## src/rtl/npc_wb_pkg.sv

```systemverilog
// rtl/npc_wb_pkg.sv - shared widths, load funct3 codes and writeback entry type
package npc_wb_pkg;

  localparam int XLEN      = 32;
  localparam int NREG      = 32;
  localparam int REG_IDX_W = $clog2(NREG);

  localparam logic [2:0] F3_LB  = 3'b000;
  localparam logic [2:0] F3_LH  = 3'b001;
  localparam logic [2:0] F3_LW  = 3'b010;
  localparam logic [2:0] F3_LBU = 3'b100;
  localparam logic [2:0] F3_LHU = 3'b101;

  typedef struct packed {
    logic [REG_IDX_W-1:0] rd;
    logic [XLEN-1:0]      data;
  } wb_entry_t;

endpackage

```

## src/rtl/reg_writeback_if.sv

```systemverilog
// rtl/reg_writeback_if.sv - EXU/LSU/IDU request and register-file write bus
interface reg_writeback_if;
  import npc_wb_pkg::*;

  logic                 exu_valid;
  logic                 exu_ready;
  logic [REG_IDX_W-1:0] exu_rd;
  logic [XLEN-1:0]      exu_data;

  logic                 lsu_valid;
  logic                 lsu_ready;
  logic [REG_IDX_W-1:0] lsu_rd;
  logic [XLEN-1:0]      lsu_rdata;
  logic [1:0]           lsu_addr_lo;
  logic [2:0]           lsu_funct3;

  logic                 issue_valid;
  logic [REG_IDX_W-1:0] issue_rd;

  logic                 rf_ready;
  logic                 rf_wen;
  logic [REG_IDX_W-1:0] rf_rd;
  logic [XLEN-1:0]      rf_wdata;

  logic [NREG-1:0]      pending;

  // Requesters and the register file side
  modport master (
    output exu_valid, exu_rd, exu_data,
    output lsu_valid, lsu_rd, lsu_rdata, lsu_addr_lo, lsu_funct3,
    output issue_valid, issue_rd, rf_ready,
    input  exu_ready, lsu_ready, rf_wen, rf_rd, rf_wdata, pending
  );

  // Writeback block
  modport slave (
    input  exu_valid, exu_rd, exu_data,
    input  lsu_valid, lsu_rd, lsu_rdata, lsu_addr_lo, lsu_funct3,
    input  issue_valid, issue_rd, rf_ready,
    output exu_ready, lsu_ready, rf_wen, rf_rd, rf_wdata, pending
  );

endinterface

```

## src/rtl/wb_load_align.sv

```systemverilog
// rtl/wb_load_align.sv - load byte/half lane select with sign or zero extension
module wb_load_align
  import npc_wb_pkg::*;
(
  input  logic [XLEN-1:0] rdata_i,
  input  logic [1:0]      addr_lo_i,
  input  logic [2:0]      funct3_i,
  output logic [XLEN-1:0] data_o
);

  logic [7:0]  byte_sel;
  logic [15:0] half_sel;

  // Pick the lane from the address, then extend by load type; unknown types act as LW
  always_comb begin
    byte_sel = rdata_i[{addr_lo_i, 3'b000} +: 8];
    half_sel = rdata_i[{addr_lo_i[1], 4'b0000} +: 16];
    case (funct3_i)
      F3_LB:   data_o = {{(XLEN-8){byte_sel[7]}}, byte_sel};
      F3_LBU:  data_o = {{(XLEN-8){1'b0}}, byte_sel};
      F3_LH:   data_o = {{(XLEN-16){half_sel[15]}}, half_sel};
      F3_LHU:  data_o = {{(XLEN-16){1'b0}}, half_sel};
      default: data_o = rdata_i;
    endcase
  end

endmodule

```

## src/rtl/reg_writeback.sv

```systemverilog
// rtl/reg_writeback.sv - register-file writeback: arbitration, FIFO, RAW scoreboard
module reg_writeback
  import npc_wb_pkg::*;
#(
  parameter int DEPTH = 2
) (
  input logic            clk,
  input logic            rst,
  reg_writeback_if.slave wb
);

  localparam int PTR_W = (DEPTH > 1) ? $clog2(DEPTH) : 1;
  localparam int CNT_W = $clog2(DEPTH + 1);
  localparam logic [PTR_W-1:0] PTR_LAST = PTR_W'(DEPTH - 1);
  localparam logic [CNT_W-1:0] CNT_FULL = CNT_W'(DEPTH);

  wb_entry_t        mem_q [DEPTH];
  logic [PTR_W-1:0] wr_ptr_q, wr_ptr_d;
  logic [PTR_W-1:0] rd_ptr_q, rd_ptr_d;
  logic [CNT_W-1:0] count_q, count_d;
  wb_entry_t        last_q, last_d;
  logic [NREG-1:0]  pending_q, pending_d;

  logic            full, empty;
  logic            lsu_fire, exu_fire;
  logic            push, pop;
  wb_entry_t       push_entry;
  wb_entry_t       head;
  logic [XLEN-1:0] load_data;

  wb_load_align u_align (
    .rdata_i   (wb.lsu_rdata),
    .addr_lo_i (wb.lsu_addr_lo),
    .funct3_i  (wb.lsu_funct3),
    .data_o    (load_data)
  );

  // Handshakes: LSU has fixed priority, no pop bypass when full, all quiet in reset
  always_comb begin
    full         = (count_q == CNT_FULL);
    empty        = (count_q == '0);
    wb.lsu_ready = !rst && !full;
    wb.exu_ready = !rst && !full && !wb.lsu_valid;
    lsu_fire     = wb.lsu_valid && wb.lsu_ready;
    exu_fire     = wb.exu_valid && wb.exu_ready;
    // x0 writes complete the handshake but never reach the FIFO
    push         = (lsu_fire && (wb.lsu_rd != '0)) || (exu_fire && (wb.exu_rd != '0));
    push_entry   = lsu_fire ? '{rd: wb.lsu_rd, data: load_data}
                            : '{rd: wb.exu_rd, data: wb.exu_data};
  end

  // Register-file port shows the FIFO head, or the last written entry once drained
  always_comb begin
    head        = mem_q[rd_ptr_q];
    wb.rf_wen   = !rst && !empty && wb.rf_ready;
    pop         = wb.rf_wen;
    wb.rf_rd    = empty ? last_q.rd : head.rd;
    wb.rf_wdata = empty ? last_q.data : head.data;
    wb.pending  = pending_q;
  end

  // FIFO pointer/count and scoreboard next state; issue set beats writeback clear
  always_comb begin
    wr_ptr_d = wr_ptr_q;
    rd_ptr_d = rd_ptr_q;
    count_d  = count_q;
    last_d   = last_q;
    if (push) wr_ptr_d = (wr_ptr_q == PTR_LAST) ? '0 : wr_ptr_q + 1'b1;
    if (pop) begin
      rd_ptr_d = (rd_ptr_q == PTR_LAST) ? '0 : rd_ptr_q + 1'b1;
      last_d   = head;
    end
    case ({push, pop})
      2'b10:   count_d = count_q + 1'b1;
      2'b01:   count_d = count_q - 1'b1;
      default: count_d = count_q;
    endcase
    pending_d = pending_q;
    if (pop) pending_d[head.rd] = 1'b0;
    if (wb.issue_valid) pending_d[wb.issue_rd] = 1'b1;
    pending_d[0] = 1'b0;
  end

  // Control state, cleared asynchronously so in-flight writes are dropped whole
  always_ff @(posedge clk or posedge rst) begin
    if (rst) begin
      wr_ptr_q  <= '0;
      rd_ptr_q  <= '0;
      count_q   <= '0;
      last_q    <= '0;
      pending_q <= '0;
    end else begin
      wr_ptr_q  <= wr_ptr_d;
      rd_ptr_q  <= rd_ptr_d;
      count_q   <= count_d;
      last_q    <= last_d;
      pending_q <= pending_d;
    end
  end

  // Entry storage; validity is tracked by the count, so the payload needs no reset
  always_ff @(posedge clk) begin
    if (push) mem_q[wr_ptr_q] <= push_entry;
  end

endmodule
```

## src/flat_wrapper.sv

```systemverilog
// flat-port wrapper written by rule: the top's interface ports become plain ports
module reg_writeback_flat import npc_wb_pkg::*;
#(
  parameter int DEPTH = 2
)
  (clk, rst, wb_exu_valid, wb_exu_rd, wb_exu_data, wb_lsu_valid, wb_lsu_rd, wb_lsu_rdata, wb_lsu_addr_lo, wb_lsu_funct3, wb_issue_valid, wb_issue_rd, wb_rf_ready, wb_exu_ready, wb_lsu_ready, wb_rf_wen, wb_rf_rd, wb_rf_wdata, wb_pending);
  reg_writeback_if wb_i ();
  input logic clk;
  input logic rst;
  input wire logic [$bits(wb_i.exu_valid)-1:0] wb_exu_valid;
  input wire logic [$bits(wb_i.exu_rd)-1:0] wb_exu_rd;
  input wire logic [$bits(wb_i.exu_data)-1:0] wb_exu_data;
  input wire logic [$bits(wb_i.lsu_valid)-1:0] wb_lsu_valid;
  input wire logic [$bits(wb_i.lsu_rd)-1:0] wb_lsu_rd;
  input wire logic [$bits(wb_i.lsu_rdata)-1:0] wb_lsu_rdata;
  input wire logic [$bits(wb_i.lsu_addr_lo)-1:0] wb_lsu_addr_lo;
  input wire logic [$bits(wb_i.lsu_funct3)-1:0] wb_lsu_funct3;
  input wire logic [$bits(wb_i.issue_valid)-1:0] wb_issue_valid;
  input wire logic [$bits(wb_i.issue_rd)-1:0] wb_issue_rd;
  input wire logic [$bits(wb_i.rf_ready)-1:0] wb_rf_ready;
  output wire logic [$bits(wb_i.exu_ready)-1:0] wb_exu_ready;
  output wire logic [$bits(wb_i.lsu_ready)-1:0] wb_lsu_ready;
  output wire logic [$bits(wb_i.rf_wen)-1:0] wb_rf_wen;
  output wire logic [$bits(wb_i.rf_rd)-1:0] wb_rf_rd;
  output wire logic [$bits(wb_i.rf_wdata)-1:0] wb_rf_wdata;
  output wire logic [$bits(wb_i.pending)-1:0] wb_pending;
  assign wb_i.exu_valid = wb_exu_valid;
  assign wb_i.exu_rd = wb_exu_rd;
  assign wb_i.exu_data = wb_exu_data;
  assign wb_i.lsu_valid = wb_lsu_valid;
  assign wb_i.lsu_rd = wb_lsu_rd;
  assign wb_i.lsu_rdata = wb_lsu_rdata;
  assign wb_i.lsu_addr_lo = wb_lsu_addr_lo;
  assign wb_i.lsu_funct3 = wb_lsu_funct3;
  assign wb_i.issue_valid = wb_issue_valid;
  assign wb_i.issue_rd = wb_issue_rd;
  assign wb_i.rf_ready = wb_rf_ready;
  assign wb_exu_ready = wb_i.exu_ready;
  assign wb_lsu_ready = wb_i.lsu_ready;
  assign wb_rf_wen = wb_i.rf_wen;
  assign wb_rf_rd = wb_i.rf_rd;
  assign wb_rf_wdata = wb_i.rf_wdata;
  assign wb_pending = wb_i.pending;
  reg_writeback #(.DEPTH(DEPTH)) u_core (.clk(clk), .rst(rst), .wb(wb_i));
endmodule
```

## config.mk

```make
export PLATFORM = sky130hd
export DESIGN_NAME = reg_writeback_flat
export DESIGN_NICKNAME = d
export VERILOG_FILES = /design/src/rtl/npc_wb_pkg.sv /design/src/rtl/reg_writeback_if.sv /design/src/rtl/wb_load_align.sv /design/src/rtl/reg_writeback.sv /design/src/flat_wrapper.sv
export SDC_FILE = /design/constraint.sdc
export NUM_CORES = 1
export LEC_CHECK = 0
export BUFFER_PORTS_ARGS = -buffer_cell sky130_fd_sc_hd__clkbuf_2
export CAP_MARGIN = 0
export CORE_MARGIN = 4
export CORE_UTILIZATION = 35
export DETAILED_ROUTE_END_ITERATION = 7
export HOLD_SLACK_MARGIN = 0.15
export RECOVER_POWER = 100
export SLEW_MARGIN = 10
export SYNTH_ARGS = -nofsm -noshare
export SYNTH_HDL_FRONTEND = slang
export SYNTH_SLANG_ARGS = --single-unit
```

## constraint.sdc

```tcl
create_clock -name clk -period 4 [get_ports clk]
set_input_delay 0.8 -clock clk [delete_from_list [all_inputs] [get_ports clk]]
set_output_delay 0.8 -clock clk [all_outputs]
set_load 0.005 [all_outputs]
```

==> impl_metrics.csv <==
group,metric,value,unit
synthesis,ys_async_sr_fraction,0.493,
timing,max_slew_margin,-0.241,
synthesis,ys_ff_latch,146,
global_route,grt_max_degree,76,
placed_design,dpl.hpwl,13500,microns
critical_path,crit_chain,"or2_2 > clkbuf_2 > nor2_1 > a21oi_1 > clkbuf_2",
synthesis,syn_area,0.00695,sq mm
clock_network,clock_sinks,146,
critical_path,cpMostUsedCell,"clkbuf_2",
die,fp.dieW,149,microns
die,row_count,51,
final_layout,fin_nets,892,
power,peakVddDrop,0.276,mV
detailed_routing,drc,0,
placed_design,dpl_worst_slack,1.17,ns
timing,timing.fmax,292,MHz
critical_path,slowest_delay,0.87,ns
detailed_routing,avgRoutedWirePerCell,17.2,microns
synthesis,synthDistinctLibCells,53,
die,initial_utilization,0.356,
clock_network,clock_latency,0.42,ns
final_layout,antennaDiodeCount,0,
timing,worst_slew_pin_slew,1.86,ns
clock_network,cts_root_buf,"clkbuf_16",
status,violations,"max-capacitance violations, max-slew violations",
die,die_h,149,microns
timing,fin_tns_setup,0,ns
timing,hold_violations,0,
power,p_leak,3.46,nW
critical_path,cp.required,3.20,ns
final_layout,nFillCells,1899,
global_route,grt_pass1_wl,28800,microns
synthesis,yosysSeqAreaShare,0.579,
clock_network,post_cts_buffers,0,
run,drv_cap,2,
global_route,antenna_found_initial,0,
power,total_power,5.92,mW
timing,worst_hold_slack,0.331,ns
synthesis,synthesis.nets,739,
timing,worst_slack,0.581,ns
critical_path,cp_max_fo,58,
clock_network,cts-resized-gates,0,
critical_path,startpoint,"u_core.count_q[0]",
final_layout,final_cell_area,0.00847,sq mm
critical_path,end_kind,"primary output",
global_route,grt_pass1_vias,5242,
timing,post-route-period-util,0.855,
synthesis,synth_warnings,0,
synthesis,synth_area_per_cell,10.7,sq um
critical_path,critical_path_class,"flop to primary output",
final_layout,drive_above_1_share,0.241,
critical_path,cpMaxStageDelayCell,"or2_2",
worst_hold_path,hp-class,"primary input to asynchronous set/reset pin",
critical_path,crit_family,"simple AND/OR/NAND/NOR gates",
timing,maxSlewViolCount,96,
die,core-area,0.0195,sq mm
critical_path,path_buf_inv,2,
timing,setup_viol,0,
power,power_density,699,mW/mm^2
die,dieArea,0.0222,sq mm
detailed_routing,wirelength,18600,microns
clock_network,cts.path.max_buffers,2,
placed_design,dpl_cell_area,0.00794,sq mm
clock_network,ctsHoldBuffers,0,
placed_design,globalplace.congestion,0.835,
detailed_routing,ant_nets,0,
die,ioPinCount,162,
clock_network,cts_tree,"built",
global_route,grt_usage,0.169,
placed_design,dp.cells,1047,
timing,min_period,3.42,ns
timing,fin_skew,0.0123,ns
detailed_routing,drt_first_pass_iters,5,
critical_path,timing.rr.start,"u_core.count_q[0]",
clock_network,htree_num_levels,4,
synthesis,synth_flop_cell,"edfxtp_1",
detailed_routing,viasPerCell,5.13,
final_layout,finalNonFillerCells,1079,
clock_network,cts_buffers,17,
final_layout,synthToLayoutAreaGrowth,21.9,%
global_route,grt_overflow,0,
clock_network,clkSlewWorstSetupHoldPaths,0.06,ns
critical_path,crit_arrival,2.62,ns
final_layout,utilization,0.434,
synthesis,synth_edf_count,74,
status,status,"finished with violations",
detailed_routing,drt_iter0_markers,396,
critical_path,cp-start-kind,"flop",
timing,rsz0062_at_grt,"false",
detailed_routing,vias,5534,
synthesis,synthCells,648,
placed_design,io_buffers,160,
per-layer routing:
metal | global-route usage | wire length (microns) | share of wire
met4 | 0.0568 | 273 | 0.015
met5 | 0 | 0 | 0
met3 | 0.0489 | 1370 | 0.074
met2 | 0.259 | 8870 | 0.48
met1 | 0.231 | 8080 | 0.43
cell usage after synthesis (3+ instances only):
library cell | n | area share
o211ai_1 | 13 | 0.014
inv_1 | 6 | 0.0032
mux2_2 | 11 | 0.018
or3b_2 | 3 | 0.0038
dfrtp_1 | 72 | 0.26
nand2b_1 | 5 | 0.0045
buf_2 | 11 | 0.0079
mux2i_1 | 37 | 0.053
edfxtp_1 | 74 | 0.32
a221oi_1 | 6 | 0.0076
nand3b_1 | 5 | 0.0054
o21ai_0 | 57 | 0.041
buf_6 | 11 | 0.018
clkbuf_1 | 10 | 0.0054
xnor2_1 | 3 | 0.0038
nor2b_1 | 4 | 0.0036
and3b_1 | 3 | 0.0038
nor3b_1 | 5 | 0.0054
o221ai_1 | 4 | 0.0050
a22o_1 | 3 | 0.0038
nand3_1 | 23 | 0.017
or3_4 | 3 | 0.0049
buf_4 | 4 | 0.0043
a21oi_1 | 76 | 0.055
o21ai_1 | 17 | 0.012
nand2_1 | 53 | 0.029
buf_1 | 3 | 0.0016
nor2_1 | 92 | 0.050
final timing paths:
check                      depth (start not counted)  slack [ns]               endpoint
min reg2reg                                        2        0.50  u_core.wb.pending[23]
max in group asynchronous                          3        1.52        u_core.rd_ptr_q
max                                                5        0.58        wb_rf_wdata[24]
max reg2reg                                        5        0.87      u_core.last_q[35]
min                                                2        0.33      u_core.last_q[26]
min in group clk                                   2        0.50  u_core.wb.pending[23]
cell type report:
| cell class | count | area (sq um) | area share |
|---|---|---|---|
| repair buffers | 173 | 835 | 0.0985 |
| inverters | 7 | 27.5 | 0.00325 |
| clock buffers | 21 | 450 | 0.0532 |
| clock inverters | 11 | 153 | 0.0180 |
| well taps | 265 | 332 | 0.0391 |
| flip-flops and latches | 146 | 4030 | 0.475 |
| multi-input cells | 456 | 2650 | 0.313 |
where the power goes:
group | leakage [nW] | internal, mW | switching, mW
clock network | 0.285 | 1.00 | 0.611
registers | 1.49 | 2.11 | 0.266
logic | 1.68 | 0.785 | 1.15
kinds of logic (layout without fill, tap and decap cells):
| kind of cell | after synthesis | after routing | share of synthesized area |
|---|---|---|---|
| flip-flops | 146 | 146 | 0.579 |
| buffers and inverters | 46 | 212 | 0.0409 |
| other | 1 | 1 | 0.000539 |
| AO/OA/AOI/OAI | 191 | 191 | 0.159 |
| AND/OR/NAND/NOR | 208 | 208 | 0.138 |
| XOR/XNOR | 5 | 5 | 0.00630 |
| adder cells (fa/ha/maj) | 1 | 1 | 0.00180 |
| multiplexers | 50 | 50 | 0.0752 |
placed cells by master, fill, tap and decap left out, types with 4 or more instances in the layout:
cell	n
nor2_1	92
nand2b_1	5
clkbuf_2	136
a21oi_1	76
a221oi_1	6
nand3_1	23
o221ai_1	4
mux2i_1	37
o21ai_0	73
edfxtp_1	74
nand2_1	53
nor3b_1	5
o211ai_1	13
clkbuf_1	36
inv_1	5
buf_4	4
mux2_2	11
clkbuf_16	17
dfrtp_1	71
nand3b_1	5
sequential cells by signal, indices dropped and copies added, names as in the netlist:
signal and flops:
u_core.wr_ptr_q 1, u_core.count_q 2, u_core.rd_ptr_q 1, u_core.last_q 37
u_core.mem_q 74, u_core.wb.pending 31
No activity file was read; power rests on OpenSTA's default activity.
